[src/rtl/i2c_target_multi.sv]
// i2c_target_multi: split-bus I2C target with START/STOP/repeated-START
// detection, DATA_BYTES-byte write and read transfers and per-byte ACK/NACK.
// Optional feature macro: I2C_TGT_GENCALL_EN (ACK general-call write 0x00).
module i2c_target_multi #(
  parameter int unsigned DATA_BYTES = 2,
  parameter logic [6:0]  ADDR_RST   = 7'h00
) (
  input  logic                    clk,
  input  logic                    rst,
  input  logic [6:0]              I2C_ADDR,
  input  logic [8*DATA_BYTES-1:0] RD_DATA,
  input  logic                    SCL,
  input  logic                    SDA_OUT,
  input  logic                    SDA_OE,
  output logic                    SDA_IN,
  output logic [8*DATA_BYTES-1:0] WR_DATA,
  output logic                    WR_VALID,
  output logic                    RD_REQ,
  output logic                    BUSY
);

  localparam int unsigned   PW   = 8 * DATA_BYTES;
  localparam int unsigned   BW   = $clog2(DATA_BYTES + 1);
  localparam logic [BW-1:0] LAST = BW'(DATA_BYTES - 1);
  localparam logic [BW-1:0] FULL = BW'(DATA_BYTES);

  typedef enum logic [2:0] {
    S_IDLE, S_ADDR, S_ADDR_ACK, S_WRITE, S_WR_ACK, S_READ, S_RD_ACK, S_WAIT_STOP
  } state_t;

  state_t          state, state_nxt;
  logic            scl_q, sda_q;
  logic [7:0]      shift, shift_nxt;
  logic [2:0]      bit_cnt, bit_nxt;
  logic [BW-1:0]   byte_cnt, byte_nxt;
  logic            rw, rw_nxt;
  logic [6:0]      addr_lat, addr_nxt;
  logic [PW-1:0]   rd_buf, rd_buf_nxt;
  logic [PW-1:0]   wr_buf, wr_buf_nxt;
  logic [PW-1:0]   wr_data_nxt;
  logic            sda_nxt, wr_valid_nxt, rd_req_nxt, busy_nxt;

  logic            rise_c, fall_c, start_c, stop_c, addr_hit_c, rd_bit_c;
  logic [7:0]      full_c, rd_byte_c;
  logic [PW-1:0]   wr_next_c;

  // Register bus lines once so edges and conditions can be decoded
  always_ff @(posedge clk or negedge rst) begin
    if (!rst) begin
      scl_q <= 1'b1;
      sda_q <= 1'b1;
    end else begin
      scl_q <= SCL;
      sda_q <= SDA_OUT;
    end
  end

  assign rise_c  = SCL & ~scl_q;
  assign fall_c  = ~SCL & scl_q;
  assign start_c = SDA_OE & SCL & sda_q & ~SDA_OUT;
  assign stop_c  = SDA_OE & SCL & ~sda_q & SDA_OUT;
  assign full_c  = {shift[6:0], SDA_OUT};

`ifdef I2C_TGT_GENCALL_EN
  assign addr_hit_c = (full_c[7:1] == 7'h00) ? ~full_c[0] : (full_c[7:1] == addr_lat);
`else
  assign addr_hit_c = (full_c[7:1] != 7'h00) && (full_c[7:1] == addr_lat);
`endif

  // Select the read byte being served and merge the received write byte
  always_comb begin
    rd_byte_c = 8'hFF;
    wr_next_c = wr_buf;
    for (int unsigned k = 0; k < DATA_BYTES; k++) begin
      if (byte_cnt == BW'(k)) begin
        rd_byte_c                = rd_buf[PW-1-8*k -: 8];
        wr_next_c[PW-1-8*k -: 8] = shift;
      end
    end
  end

  assign rd_bit_c = rd_byte_c[3'd7 - bit_cnt];

  // State register
  always_ff @(posedge clk or negedge rst) begin
    if (!rst) state <= S_IDLE;
    else      state <= state_nxt;
  end

  // Next-state logic; conditions override bit-level progress
  always_comb begin
    state_nxt = state;
    if (start_c) begin
      state_nxt = S_ADDR;
    end else if (stop_c) begin
      state_nxt = S_IDLE;
    end else begin
      case (state)
        S_ADDR:     if (rise_c && bit_cnt == 3'd7) state_nxt = addr_hit_c ? S_ADDR_ACK : S_WAIT_STOP;
        S_ADDR_ACK: if (rise_c) state_nxt = rw ? S_READ : S_WRITE;
        S_WRITE:    if (rise_c && bit_cnt == 3'd7) state_nxt = S_WR_ACK;
        S_WR_ACK:   if (rise_c) state_nxt = SDA_IN ? S_WAIT_STOP : S_WRITE;
        S_READ:     if (rise_c && bit_cnt == 3'd7) state_nxt = S_RD_ACK;
        S_RD_ACK:   if (rise_c) state_nxt = (!SDA_OUT && byte_cnt < LAST) ? S_READ : S_WAIT_STOP;
        default:    ;
      endcase
    end
  end

  // Output and datapath next values
  always_comb begin
    sda_nxt      = SDA_IN;
    wr_valid_nxt = 1'b0;
    rd_req_nxt   = 1'b0;
    busy_nxt     = (state_nxt != S_IDLE);
    wr_data_nxt  = WR_DATA;
    shift_nxt    = shift;
    bit_nxt      = bit_cnt;
    byte_nxt     = byte_cnt;
    rw_nxt       = rw;
    addr_nxt     = addr_lat;
    rd_buf_nxt   = rd_buf;
    wr_buf_nxt   = wr_buf;
    if (start_c || stop_c) begin
      sda_nxt  = 1'b1;
      bit_nxt  = 3'd0;
      byte_nxt = '0;
    end else begin
      case (state)
        S_IDLE: begin
          addr_nxt = I2C_ADDR;
          sda_nxt  = 1'b1;
        end
        S_ADDR: begin
          if (rise_c) begin
            shift_nxt = full_c;
            bit_nxt   = bit_cnt + 3'd1;
            if (bit_cnt == 3'd7 && addr_hit_c) begin
              rw_nxt = full_c[0];
              if (full_c[0]) begin
                rd_req_nxt = 1'b1;
                rd_buf_nxt = RD_DATA;
              end
            end
          end
        end
        S_ADDR_ACK: if (fall_c) sda_nxt = 1'b0;
        S_WRITE: begin
          if (fall_c) sda_nxt = 1'b1;
          if (rise_c) begin
            shift_nxt = full_c;
            bit_nxt   = bit_cnt + 3'd1;
          end
        end
        S_WR_ACK: begin
          if (fall_c) begin
            if (byte_cnt < FULL) begin
              sda_nxt    = 1'b0;
              wr_buf_nxt = wr_next_c;
              byte_nxt   = byte_cnt + BW'(1);
              if (byte_cnt == LAST) begin
                wr_data_nxt  = wr_next_c;
                wr_valid_nxt = 1'b1;
              end
            end else begin
              sda_nxt = 1'b1;
            end
          end
        end
        S_READ: begin
          if (fall_c) sda_nxt = rd_bit_c;
          if (rise_c) bit_nxt = bit_cnt + 3'd1;
        end
        S_RD_ACK: begin
          if (fall_c) sda_nxt = 1'b1;
          if (rise_c && !SDA_OUT && byte_cnt < LAST) byte_nxt = byte_cnt + BW'(1);
        end
        default: sda_nxt = 1'b1;
      endcase
    end
  end

  // Output and datapath registers
  always_ff @(posedge clk or negedge rst) begin
    if (!rst) begin
      SDA_IN   <= 1'b1;
      WR_DATA  <= '0;
      WR_VALID <= 1'b0;
      RD_REQ   <= 1'b0;
      BUSY     <= 1'b0;
      shift    <= '0;
      bit_cnt  <= '0;
      byte_cnt <= '0;
      rw       <= 1'b0;
      addr_lat <= ADDR_RST;
      rd_buf   <= '0;
      wr_buf   <= '0;
    end else begin
      SDA_IN   <= sda_nxt;
      WR_DATA  <= wr_data_nxt;
      WR_VALID <= wr_valid_nxt;
      RD_REQ   <= rd_req_nxt;
      BUSY     <= busy_nxt;
      shift    <= shift_nxt;
      bit_cnt  <= bit_nxt;
      byte_cnt <= byte_nxt;
      rw       <= rw_nxt;
      addr_lat <= addr_nxt;
      rd_buf   <= rd_buf_nxt;
      wr_buf   <= wr_buf_nxt;
    end
  end

endmodule

[config.mk]
export PLATFORM = sky130hd
export DESIGN_NAME = i2c_target_multi
export DESIGN_NICKNAME = d
export VERILOG_FILES = /design/src/rtl/i2c_target_multi.sv
export SDC_FILE = /design/constraint.sdc
export NUM_CORES = 1
export LEC_CHECK = 0
export CORE_MARGIN = 5
export CORE_UTILIZATION = 58
export DETAILED_ROUTE_END_ITERATION = 8
export PLACE_DENSITY = 0.95
export SYNTH_ARGS = -nofsm -noshare
export SYNTH_HDL_FRONTEND = slang
export SYNTH_SLANG_ARGS = --single-unit
[constraint.sdc]
create_clock -name clk -period 6.3 [get_ports clk]
set_input_delay 0.945 -clock clk [delete_from_list [all_inputs] [get_ports clk]]
set_output_delay 0.945 -clock clk [all_outputs]
set_load 0.01 [all_outputs]
==> summary.md, run 1 <==
| Metric | Value |
|---|---|
| Status | `finished clean` |
| FMAX | `280 MHz` |
| LEAKAGE | `1.83 nW` |
| Mapped Area | `0.00325 mm²` |
| Post-synth top area share | `51.6%` |
| Clk network pwr share | `24.7%` |
| DP Worst Slack | `2.44 ns` |
| Net Sw Frac | `32.1%` |
| Core Area | `0.00547 mm²` |
| FFs w/ async S/R, synth | `100%` |
| Critical path class | `in2reg` |
| Fillers | `354` |
| Clk slew on worst S/H paths | `0.06 ns` |
| Port bufs | `47` |
| Synth-to-layout area growth | `22.0%` |
| CP Capture Type | `flop` |
| Arrival @ worst endpoint | `3.79 ns` |
| Worst vdd ir | `192 µV` |
| Final wirelength | `6340 µm` |
| Number of flops mapped to enable cells by yosys | `0` |
| Max-cap violations | `0` |
| Avg Cell Area, Syn | `12.0 µm²` |
| Fin nets | `348` |
| Setup Skew | `0.0112 ns` |
| Comb pwr share | `31.7%` |
| Multi-input gate area | `0.00138 mm²` |
| WHS Endpoint | `rd_buf[6]` |
| Hold Path Depth | `1` |
| Post-CTS Setup Repair Bufs | `0` |
| Drt drc | `0` |
| Longest Clk Path Bufs | `2` |
| Die height | `84.9 µm` |
| Antenna Nets Post-Route | `0` |
| First-pass GRT wire length | `10800 µm` |
| Final Hold Viols | `0` |
| HP Start | `rd_buf[6]` |
| CTS hold repair buffers | `0` |
| Placed cells | `376` |
| HP Class | `reg2reg` |
| Vias in the first global route | `2236` |
| Die Width | `84.9 µm` |
| Top Layer Used | `met4` |
| Initial core utilization | `59.4%` |
| Critical path required time | `6.51 ns` |
| Initial antenna violation count | `0` |
| YS warnings | `0` |
| Syn Nets | `304` |
| Final Setup Violations | `0` |
| Largest area contributor in the netlist | `dfrtp_1` |
| Setup TNS Final | `0 ns` |
| Met2 routed WL | `3160 µm` |
| Crit-path max FO | `18` |
| FF/Latch Area | `0.00176 mm²` |
| Avg WL per Cell | `16.2 µm` |
| Tmin final | `3.57 ns` |
| Post-route non-filler standard cell count | `391` |
| Routed wl met3 | `300 µm` |
| Pins Over Slew Limit | `0` |
| P_sw | `0.000521 W` |
| Grt ovf | `0` |
| # diodes | `0` |
| Synth cell types | `38` |
| Wire length on met1 | `2720 µm` |
| FF-to-FF Start | `bit_cnt[0]` |
| Synth Instances | `271` |
| Crit share post-route | `56.7%` |
| Most common cell after layout, fill and taps aside | `dfrtp_1` |
| Int Pwr | `0.00110 W` |
| CTS tree | `yes` |
| Post-DP HPWL | `4470 µm` |
| DRT Pass-1 Iters | `4` |
| Worst r2r path cells | `5` |
| Initial DRC Count | `214` |
| Vias | `2199` |
| CP Launch Type | `input port` |
| Worst-Margin Slew | `1.24 ns` |
| Most frequent cells in the layout | `dfrtp_1 (67), clkdlybuf4s50_1 (46), mux2_2 (30)` |
| CTS Buf Count | `9` |
| CTS H-Tree Depth | `3` |
| Global-route usage over all layers | `19.1%` |
| Clk_lat worst skew | `0.34 ns` |
| Relative slew slack | `16.9%` |
| CTS root buffer | `clkbuf_8` |
| Share of post-route cells with drive strength above 1 | `21.0%` |
| Synth Flop Type | `dfrtp_1` |
| Final Power | `0.00162 W` |
| Die area | `0.00720 mm²` |
| Largest net degree at the start of global routing | `71` |
| Avg Vias per Cell | `5.62` |
| Core Util, Final | `72.5%` |
| Unrepaired setup endpoints after global routing | `false` |
| Seq cells post-synth | `70` |
| Pwr Density | `409 mW/mm²` |
| Setup WS post-layout | `2.73 ns` |
| Clock sinks | `70` |
| Crit Reg-Reg Endpoint | `rd_buf[7]` |
| Post_cts resized | `0` |
| Rows | `27` |
| Part of the power in registers | `43.6%` |
| Ports | `48` |
| FF-to-FF setup slack | `3.38 ns` |
| Top cells by area, synth | `dfrtp_1 (52%), mux2_2 (10%), mux2_4 (3.7%)` |
| Sequential area share after synthesis | `54.0%` |
| GPL Wtd Cong | `0.941` |
==> area by class of cell <==
type / count / share of cell area (%)
well taps: 72 / 2.27
clock inverters: 4 / 1.77
repair buffers: 48 / 11.9
inverters: 13 / 1.23
clock buffers: 11 / 3.82
multi-input cells: 173 / 34.8
flip-flops and latches: 70 / 44.2
==> worst max-delay path by stage <==
| stage | start | to | cells past startpoint |
|---|---|---|---|
| 2_1_floorplan | SCL | rd_buf[10] | 6 |
| 3_3_place_gp | SCL | rd_buf[0] | 5 |
| 3_5_place_dp | SCL | rd_buf[7] | 5 |
| 4_1_cts | SCL | rd_buf[7] | 5 |
| 5_1_grt | SCL | rd_buf[7] | 5 |
| 6_report | SCL | rd_buf[7] | 5 |
==> cell usage after synthesis, types with 2 or more instances <==
cell type  instances
dfstp_2            3
buf_1              2
a21oi_1           14
mux2_4             8
inv_1             13
xor2_1             8
nor3_1             7
dfrtp_1           67
nand3_1            3
o221ai_1           2
mux2_2            30
nor4_1             3
or3_1              2
nor2_1            19
nand2b_1           5
xnor2_1            2
a31oi_1            2
and3_1             2
clkbuf_1          11
mux4_2             5
mux2i_1           11
nand2_1           18
o21ai_0           13
ha_1               5
and2_1             3
==> worst max-delay path, cell delays in order <==
cell and delay [ns]:
clkdlybuf4s50_1 0.60, nor2b_1 0.48, nand3_1 0.27, nor4_4 1.05
mux2_2 0.44
==> registers in the layout, indices dropped and copies added, names as in the netlist <==
name	flops
BUSY	1
bit_cnt	3
rw	1
WR_VALID	1
state	3
byte_cnt	2
WR_DATA	16
wr_buf	8
sda_q	1
shift	8
SDA_IN	1
addr_lat	7
RD_REQ	1
rd_buf	16
scl_q	1
==> power by group through the flow <==
stage | Clock, W | Sequential, W | Combinational [W]
CTS | 0.000409 | 0.000705 | 0.000518
global placement | 0 | 0.000702 | 0.000488
detailed placement | 0 | 0.000711 | 0.000512
finish | 0.000401 | 0.000706 | 0.000514
global route | 0.000429 | 0.000726 | 0.000564
floorplan | 0 | 0.000694 | 0.000310
==> kinds of logic (layout without fill, tap and decap cells) <==
family	Yosys count	after routing	synth area share, %
compound gates	34	34	5.73
mux	54	54	20.9
flops	70	70	54.0
fa+ha+maj	5	5	1.92
simple gates	70	70	11.1
buf+inv	28	76	3.62
xor+xnor	10	10	2.69
==> routing by layer <==
layer  track usage [%]  vias to the layer above
met5                 0                        -
met4              11.7                        0
met3              3.40                       17
met2              29.8                       82
met1              25.1                     1066
li1                  -                     1034
==> metrics by stage <==
stage / hold WS (ns) / instance area (µm²)
finish: 0.504 / 3970
global route: 0.521 / 3970
CTS: 0.506 / 3970
detailed placement: 0.491 / 3750
global placement: 0.486 / 3750
floorplan: 0.475 / 3250
No activity file was read; power rests on OpenSTA's default activity.
==> run 2, diff against run 1 <==
--- a/config.mk
+++ b/config.mk
@@ -6,9 +6,9 @@
 export NUM_CORES = 1
 export LEC_CHECK = 0
 export CORE_MARGIN = 5
-export CORE_UTILIZATION = 58
+export CORE_UTILIZATION = 53
 export DETAILED_ROUTE_END_ITERATION = 8
-export PLACE_DENSITY = 0.95
+export PLACE_DENSITY = 0.89
 export SYNTH_ARGS = -nofsm -noshare
 export SYNTH_HDL_FRONTEND = slang
 export SYNTH_SLANG_ARGS = --single-unit
==> constraint.sdc (replaced) <==
create_clock -name clk -period 3.4 [get_ports clk]
set_input_delay 0.51 -clock clk [delete_from_list [all_inputs] [get_ports clk]]
set_output_delay 0.51 -clock clk [all_outputs]
set_load 0.01 [all_outputs]
==> run 2 against run 1 <==
- via count decreased by 2.3%
- cell area increased by 1.5%
- first-iteration DRC count decreased by 12%
- flip-flop and latch count unchanged
- clock skew decreased by 0.0041 ns
- worst hold slack got worse by 0.39 ns
- die area increased by 8.3%
- routed wire length increased by 2.0%
- total power increased by 91%
- non-clock buffer count increased by 3
- critical endpoint is now rd_buf[5]
- largest power group unchanged
==> summary.md, run 2 (synthesized netlist as in run 1, its figures left out) <==
| Metric | Value |
|---|---|
| Drt drc | `0 (unchanged)` |
| Tmin final | `2.48 ns` |
| Grt ovf | `0 (unchanged)` |
| Final wirelength | `6470 µm (+2.0%)` |
| Critical path class | `in2reg` |
| Post-DP HPWL | `4650 µm (+4.1%)` |
| FF/Latch Area | `0.00176 mm² (unchanged)` |
| Setup WS post-layout | `0.920 ns (-1.81 ns)` |
| DRT Pass-1 Iters | `4 (unchanged)` |
| CP bufs+invs | `2 (+1)` |
| Antenna Nets Post-Route | `0 (unchanged)` |
| Crit-path max FO | `18 (unchanged)` |
| Crit Reg-Reg Endpoint | `SDA_IN` |
| Crit share post-route | `73.0%` |
| First-pass GRT wire length | `10800 µm (+0.39%)` |
| Status | `finished clean` |
| CTS H-Tree Depth | `3 (unchanged)` |
| Delay-heaviest family, CP | `simple AND/OR/NAND/NOR gates` |
| Max-cap violations | `0 (unchanged)` |
| Port bufs | `47 (unchanged)` |
| FMAX | `403 MHz` |
| HP Class | `in2async` |
| FF-to-FF Start | `byte_cnt[1]` |
| Die height | `88.3 µm (+4.1%)` |
| Share of post-route cells with drive strength above 1 | `22.0% (+0.98 points)` |
| Fillers | `447 (+26%)` |
| Clock sinks | `70 (unchanged)` |
| FF-to-FF setup slack | `1.07 ns (-2.31 ns)` |
| Initial antenna violation count | `0 (unchanged)` |
| Fin Hold WS | `0.115 ns (-0.389 ns)` |
| CTS root buffer | `clkbuf_8` |
| Multi-input gate area | `0.00138 mm² (unchanged)` |
| Largest incremental delay on the critical path | `0.59 ns (-0.46 ns)` |
| Clk_lat worst skew | `0.35 ns (about the same)` |
| Initial core utilization | `54.6% (-4.8 points)` |
| DP Worst Slack | `0.542 ns (-1.90 ns)` |
| Clk slew on worst S/H paths | `0.08 ns (+0.02 ns)` |
| Vias in the first global route | `2177 (-2.6%)` |
| CTS tree | `yes` |
| CTS Buf Count | `9 (unchanged)` |
| Pins Over Slew Limit | `0 (unchanged)` |
| Avg WL per Cell | `16.2 µm (+0.22%)` |
| Finished Cell Area | `0.00403 mm² (+1.5%)` |
| Unrepaired setup endpoints after global routing | `false` |
| DP Area | `0.00377 mm² (+0.70%)` |
| Arrival @ worst endpoint | `2.71 ns (-1.08 ns)` |
| Most common cell after layout, fill and taps aside | `dfrtp_1` |
| WP depth | `6 (+1)` |
| Largest net degree at the start of global routing | `33 (-54%)` |
| Worst r2r path cells | `8 (+3)` |
| GPL Wtd Cong | `0.941 (about the same)` |
| Worst-Margin Slew | `0.620 ns (-0.617 ns)` |
| CP Capture Type | `flop` |
| Most frequent cells in the layout | `dfrtp_1 (67), clkdlybuf4s50_1 (46), mux2_2 (30)` |
| Setup TNS Final | `0 ns (unchanged)` |
| LEAKAGE | `1.86 nW (+1.5%)` |
| Die area | `0.00780 mm² (+8.3%)` |
| # diodes | `0 (unchanged)` |
| Crit path cell chain | `clkdlybuf4s50_1, nor2b_1, nand3_1, nor4_4, buf_4, mux2_2` |
| Initial DRC Count | `189 (-12%)` |
| Synth-to-layout area growth | `23.8%` |
| Worst vdd ir | `456 µV (+140%)` |
| Biggest registers after layout | `WR_DATA (16), rd_buf (16)` |
| CTS hold repair buffers | `0 (unchanged)` |
| Vias | `2149 (-2.3%)` |
| Fin nets | `351 (+0.86%)` |
| Core Area | `0.00596 mm² (+8.8%)` |
| Global-route usage over all layers | `18.4% (-0.69 points)` |
| Rows | `28 (+3.7%)` |
| Relative slew slack | `58.7% (+42 points)` |
| Avg Vias per Cell | `5.40 (-4.0%)` |
| Longest Clk Path Bufs | `2 (unchanged)` |
| CP Launch Type | `input port` |
| Ports | `48 (unchanged)` |
| Final Hold Viols | `0 (unchanged)` |
| Die Width | `88.3 µm (+4.1%)` |
| Final Power | `0.00309 W (+91%)` |
| Post_cts resized | `0 (unchanged)` |
| Post-CTS Setup Repair Bufs | `0 (unchanged)` |
| Pwr Density | `768 mW/mm² (+88%)` |
| Setup Skew | `0.00708 ns (-0.00411 ns)` |
| Final Setup Violations | `0 (unchanged)` |
| Slowest-stage cell, CP | `clkdlybuf4s50_1` |
| Critical path required time | `3.63 ns (-2.88 ns)` |
-- run 2: how the worst max path moves through the flow --
stage,to,start
after CTS,rd_buf[5],SCL
after global routing,rd_buf[1],SCL
final,rd_buf[5],SCL
after detailed placement,rd_buf[5],SCL
after floorplan,rd_buf[10],shift[3]
after global placement,rd_buf[5],SCL
-- run 2: metrics by stage --
stage	cells	utilization (%)
finish	398	67.6
detailed placement	382	63.3
CTS	398	67.6
global placement	382	63.3
floorplan	271	-
global route	398	67.6
-- run 2: power by group --
part / leakage, nW / internal (W) / switching (W)
Clock: 0.127 / 0.000514 / 0.000327
Combinational: 0.846 / 0.000521 / 0.000423
Sequential: 0.888 / 0.00107 / 0.000237
Total: 1.86 / 0.00211 / 0.000986
-- run 2: routing by layer --
layer,share of wire (%),wire length [µm],GRT usage [%]
met5,0,0,0
met4,2.0,131,7.55
met3,5.5,358,5.77
met2,49,3170,28.1
met1,43,2810,24.7
-- run 2: final cells by class --
type | count | share of cell area [%]
Timing Repair Buffer | 51 | 12.3
Tap cell | 75 | 2.33
Clock buffer | 10 | 3.42
Multi-Input combinational cell | 173 | 34.2
Inverter | 13 | 1.21
Sequential cell | 70 | 43.6
Clock inverter | 6 | 2.89
-- run 2: worst reg2reg max path: stages, from the launching register on --
cell	delay, ns
dfrtp_1	0.42
inv_1	0.11
ha_1	0.36
mux4_2	0.38
mux4_2	0.50
nor4_1	0.23
a21oi_1	0.06
mux2i_1	0.13
nand2_1	0.07
==> run 3, diff against run 2 <==
--- a/config.mk
+++ b/config.mk
@@ -6,9 +6,9 @@
 export NUM_CORES = 1
 export LEC_CHECK = 0
 export CORE_MARGIN = 5
-export CORE_UTILIZATION = 53
+export CORE_UTILIZATION = 48
 export DETAILED_ROUTE_END_ITERATION = 8
-export PLACE_DENSITY = 0.89
+export PLACE_DENSITY = 0.86
 export SYNTH_ARGS = -nofsm -noshare
 export SYNTH_HDL_FRONTEND = slang
 export SYNTH_SLANG_ARGS = --single-unit
==> constraint.sdc (replaced) <==
create_clock -name clk -period 2.1 [get_ports clk]
set_input_delay 0.315 -clock clk [delete_from_list [all_inputs] [get_ports clk]]
set_output_delay 0.315 -clock clk [all_outputs]
set_load 0.01 [all_outputs]
==> run 3 against run 2 <==
- critical endpoint is now rd_buf[11]
- utilization is 2.2 points lower
- first-iteration DRC count is 0.53% lower
- clock skew is 0.00089 ns lower
- critical path depth is 1 higher
- total power is 63% higher
- largest power group unchanged
- flip-flop and latch count stayed put
- via count is 11% higher
- largest cell class unchanged
- sequential share of layout area is 3.4 points lower
==> summary.md, run 3 (synthesized netlist as in run 1, its figures left out) <==
| Metric | Value |
|---|---|
| Status | `finished clean` |
| Most frequent cells in the layout | `dfrtp_1 (66), clkdlybuf4s50_1 (46), buf_4 (26)` |
| Most common cell after layout, fill and taps aside | `dfrtp_1` |
| CTS root buffer | `clkbuf_8` |
| CTS tree | `yes` |
| FF-to-FF Start | `shift[1]` |
| First-pass GRT wire length | `11200 µm (+3.6%)` |
| Initial DRC Count | `188 (-0.53%)` |
| Final Power | `0.00504 W (+63%)` |
| Fillers | `488 (+9.2%)` |
| Antenna Nets Post-Route | `0 (unchanged)` |
| Tmin final | `2.06 ns` |
| Largest incremental delay on the critical path | `0.41 ns (-0.18 ns)` |
| Clk slew on worst S/H paths | `0.07 ns (about the same)` |
| Grt ovf | `0 (unchanged)` |
| Longest Clk Path Bufs | `2 (unchanged)` |
| FF-to-FF setup slack | `0.04 ns (-1.03 ns)` |
| FMAX | `486 MHz` |
| # diodes | `0 (unchanged)` |
| Critical path class | `reg2reg` |
| GPL Wtd Cong | `0.958 (+1.9%)` |
| Arrival @ worst endpoint | `2.29 ns (-0.42 ns)` |
| Initial antenna violation count | `0 (unchanged)` |
| Port bufs | `47 (unchanged)` |
| Clk_lat worst skew | `0.35 ns (about the same)` |
| Global-route usage over all layers | `16.7% (-1.7 points)` |
| Multi-input gate area | `0.00144 mm² (+4.1%)` |
| Int Pwr | `0.00340 W (+61%)` |
| FF/Latch Area | `0.00176 mm² (about the same)` |
| Critical path required time | `2.33 ns (-1.30 ns)` |
| Fin nets | `381 (+8.5%)` |
| Part of the power in registers | `40.8% (-1.5 points)` |
| Delay-heaviest family, CP | `simple AND/OR/NAND/NOR gates` |
| Placed cells | `410 (+7.3%)` |
| CP Capture Type | `flop` |
| Ports | `48 (unchanged)` |
| Clock sinks | `70 (unchanged)` |
| CP Launch Type | `flop` |
| Drt drc | `0 (unchanged)` |
| CTS H-Tree Depth | `3 (unchanged)` |
| Comb pwr share | `35.9% (+5.4 points)` |
| Synth-to-layout area growth | `34.3%` |
| Vias | `2382 (+11%)` |
| Clk network pwr share | `23.3% (-3.9 points)` |
| Avg WL per Cell | `16.6 µm (+2.2%)` |
| Biggest registers after layout | `WR_DATA (16), rd_buf (16)` |
| DRT Pass-1 Iters | `4 (unchanged)` |
| Pins Over Slew Limit | `0 (unchanged)` |
| Avg Vias per Cell | `5.50 (+1.9%)` |
| Die area | `0.00852 mm² (+9.2%)` |
| Final Hold Viols | `0 (unchanged)` |
| HP Class | `in2async` |
| Core Area | `0.00668 mm² (+12%)` |
| CTS Buf Count | `9 (unchanged)` |
| Final wirelength | `7190 µm (+11%)` |
| Rows | `30 (+7.1%)` |
| Worst vdd ir | `596 µV (+31%)` |
| Max-cap violations | `0 (unchanged)` |
| Fin Hold WS | `0.508 ns (+0.393 ns)` |
| Net Sw Frac | `32.5% (+0.66 points)` |
| Slowest-stage cell, CP | `dfrtp_1` |
| Pwr Density | `1150 mW/mm² (+50%)` |
| Crit path cell chain | `xor2_1, nor4_2, nand3_2, nor4_4, buf_6, clkbuf_16, mux2_4` |
| Worst-Margin Slew | `0.374 ns (-0.246 ns)` |
| Final Setup Violations | `0 (unchanged)` |
| Post-DP HPWL | `4850 µm (+4.4%)` |
| Finished Cell Area | `0.00437 mm² (+8.5%)` |
| Worst r2r path cells | `7 (-1)` |
| LEAKAGE | `2.02 nW (+8.5%)` |
| DP Area | `0.00400 mm² (+6.1%)` |
| Vias in the first global route | `2310 (+6.1%)` |
| Share of post-route cells with drive strength above 1 | `29.5% (+7.5 points)` |
| Initial core utilization | `48.7% (-5.9 points)` |
| Setup Skew | `0.00619 ns (-0.000890 ns)` |
| Unrepaired setup endpoints after global routing | `true` |
| Setup TNS Final | `0 ns (unchanged)` |
| P_sw | `0.00164 W (+66%)` |
| Relative slew slack | `75.1% (+16 points)` |
| CP bufs+invs | `2 (unchanged)` |
| Post-route non-filler standard cell count | `433 (+8.8%)` |
| Crit Reg-Reg Endpoint | `rd_buf[11]` |
| Crit-path max FO | `8 (-10)` |
| Largest net degree at the start of global routing | `71 (+120%)` |
| Die Width | `92.3 µm (+4.5%)` |
| Crit share post-route | `97.9%` |
| Die height | `92.3 µm (+4.5%)` |
-- run 3: cell count changes in the layout (fill, tap and decap cells not counted), moves of 2 or more --
cell and delta:
mux2_2 -8, clkinv_2 +2, clkbuf_16 +2, mux2_4 +8, buf_4 +22, ha_1 -2
inv_6 -2, buf_12 +4
-- run 3: through the flow --
stage / worst slack, ns / util (%)
floorplan: 0.0303 / -
global placement: -0.0764 / 59.9
detailed placement: -0.121 / 59.9
CTS: 0.0156 / 63.3
global route: -0.0706 / 65.4
finish: 0.0439 / 65.4
-- run 3: final cells by class --
class / instances / share of cell area [%]
Clock buffer: 10 / 2.92
Clock inverter: 6 / 1.98
Inverter: 13 / 1.12
Multi-Input combinational cell: 173 / 32.9
Sequential cell: 70 / 40.2
Tap cell: 80 / 2.29
Timing Repair Buffer: 81 / 18.6
-- run 3: per-layer routing --
layer | up-vias | routed length, µm | GRT usage [%]
met5 | - | 0 | 0
met3 | 21 | 332 | 3.82
li1 | 1094 | - | -
met2 | 85 | 3510 | 26.2
met4 | 0 | 178 | 6.68
met1 | 1182 | 3180 | 22.6
-- run 3: timing repair --
item / 4_1_cts / 5_1_grt
pin swaps: 0 / 3
endpoints found under the setup margin: 17 / 18
setup buffers: 0 / 4
gates cloned: 0 / 2
hold buffers: 1 / 0
hold endpoints to repair: 62 / 0
resized for setup: 1 / 14
-- run 3: how the worst max path moves through the flow --
stage                      startpoint    endpoint  slack, ns  cells after the start
after global routing      addr_lat[3]  rd_buf[11]      -0.07                      7
after CTS                  bit_cnt[0]   rd_buf[2]       0.02                      7
after global placement            SCL        BUSY      -0.08                      8
after detailed placement          SCL   rd_buf[2]      -0.12                      6
after floorplan              shift[3]  rd_buf[10]       0.03                      6
final                        shift[1]  rd_buf[11]       0.04                      7
-- run 3: power by group through the flow --
stage	logic (W)	clock network, W	registers [W]
after detailed placement	0.00175	0	0.00207
after global routing	0.00196	0.00125	0.00211
after floorplan	0.000934	0	0.00208
after CTS	0.00177	0.00120	0.00205
after global placement	0.00170	0	0.00205
final	0.00181	0.00117	0.00206
-- run 3: worst register-to-register path: cells and delay by family, from the launching register on --
family                    cells  cell delay (ns)
muxes                         1             0.30
and+or+nand+nor               3             0.72
DFF                           1             0.41
buffers and inverters         2             0.33
xor gates and xnor gates      1             0.18
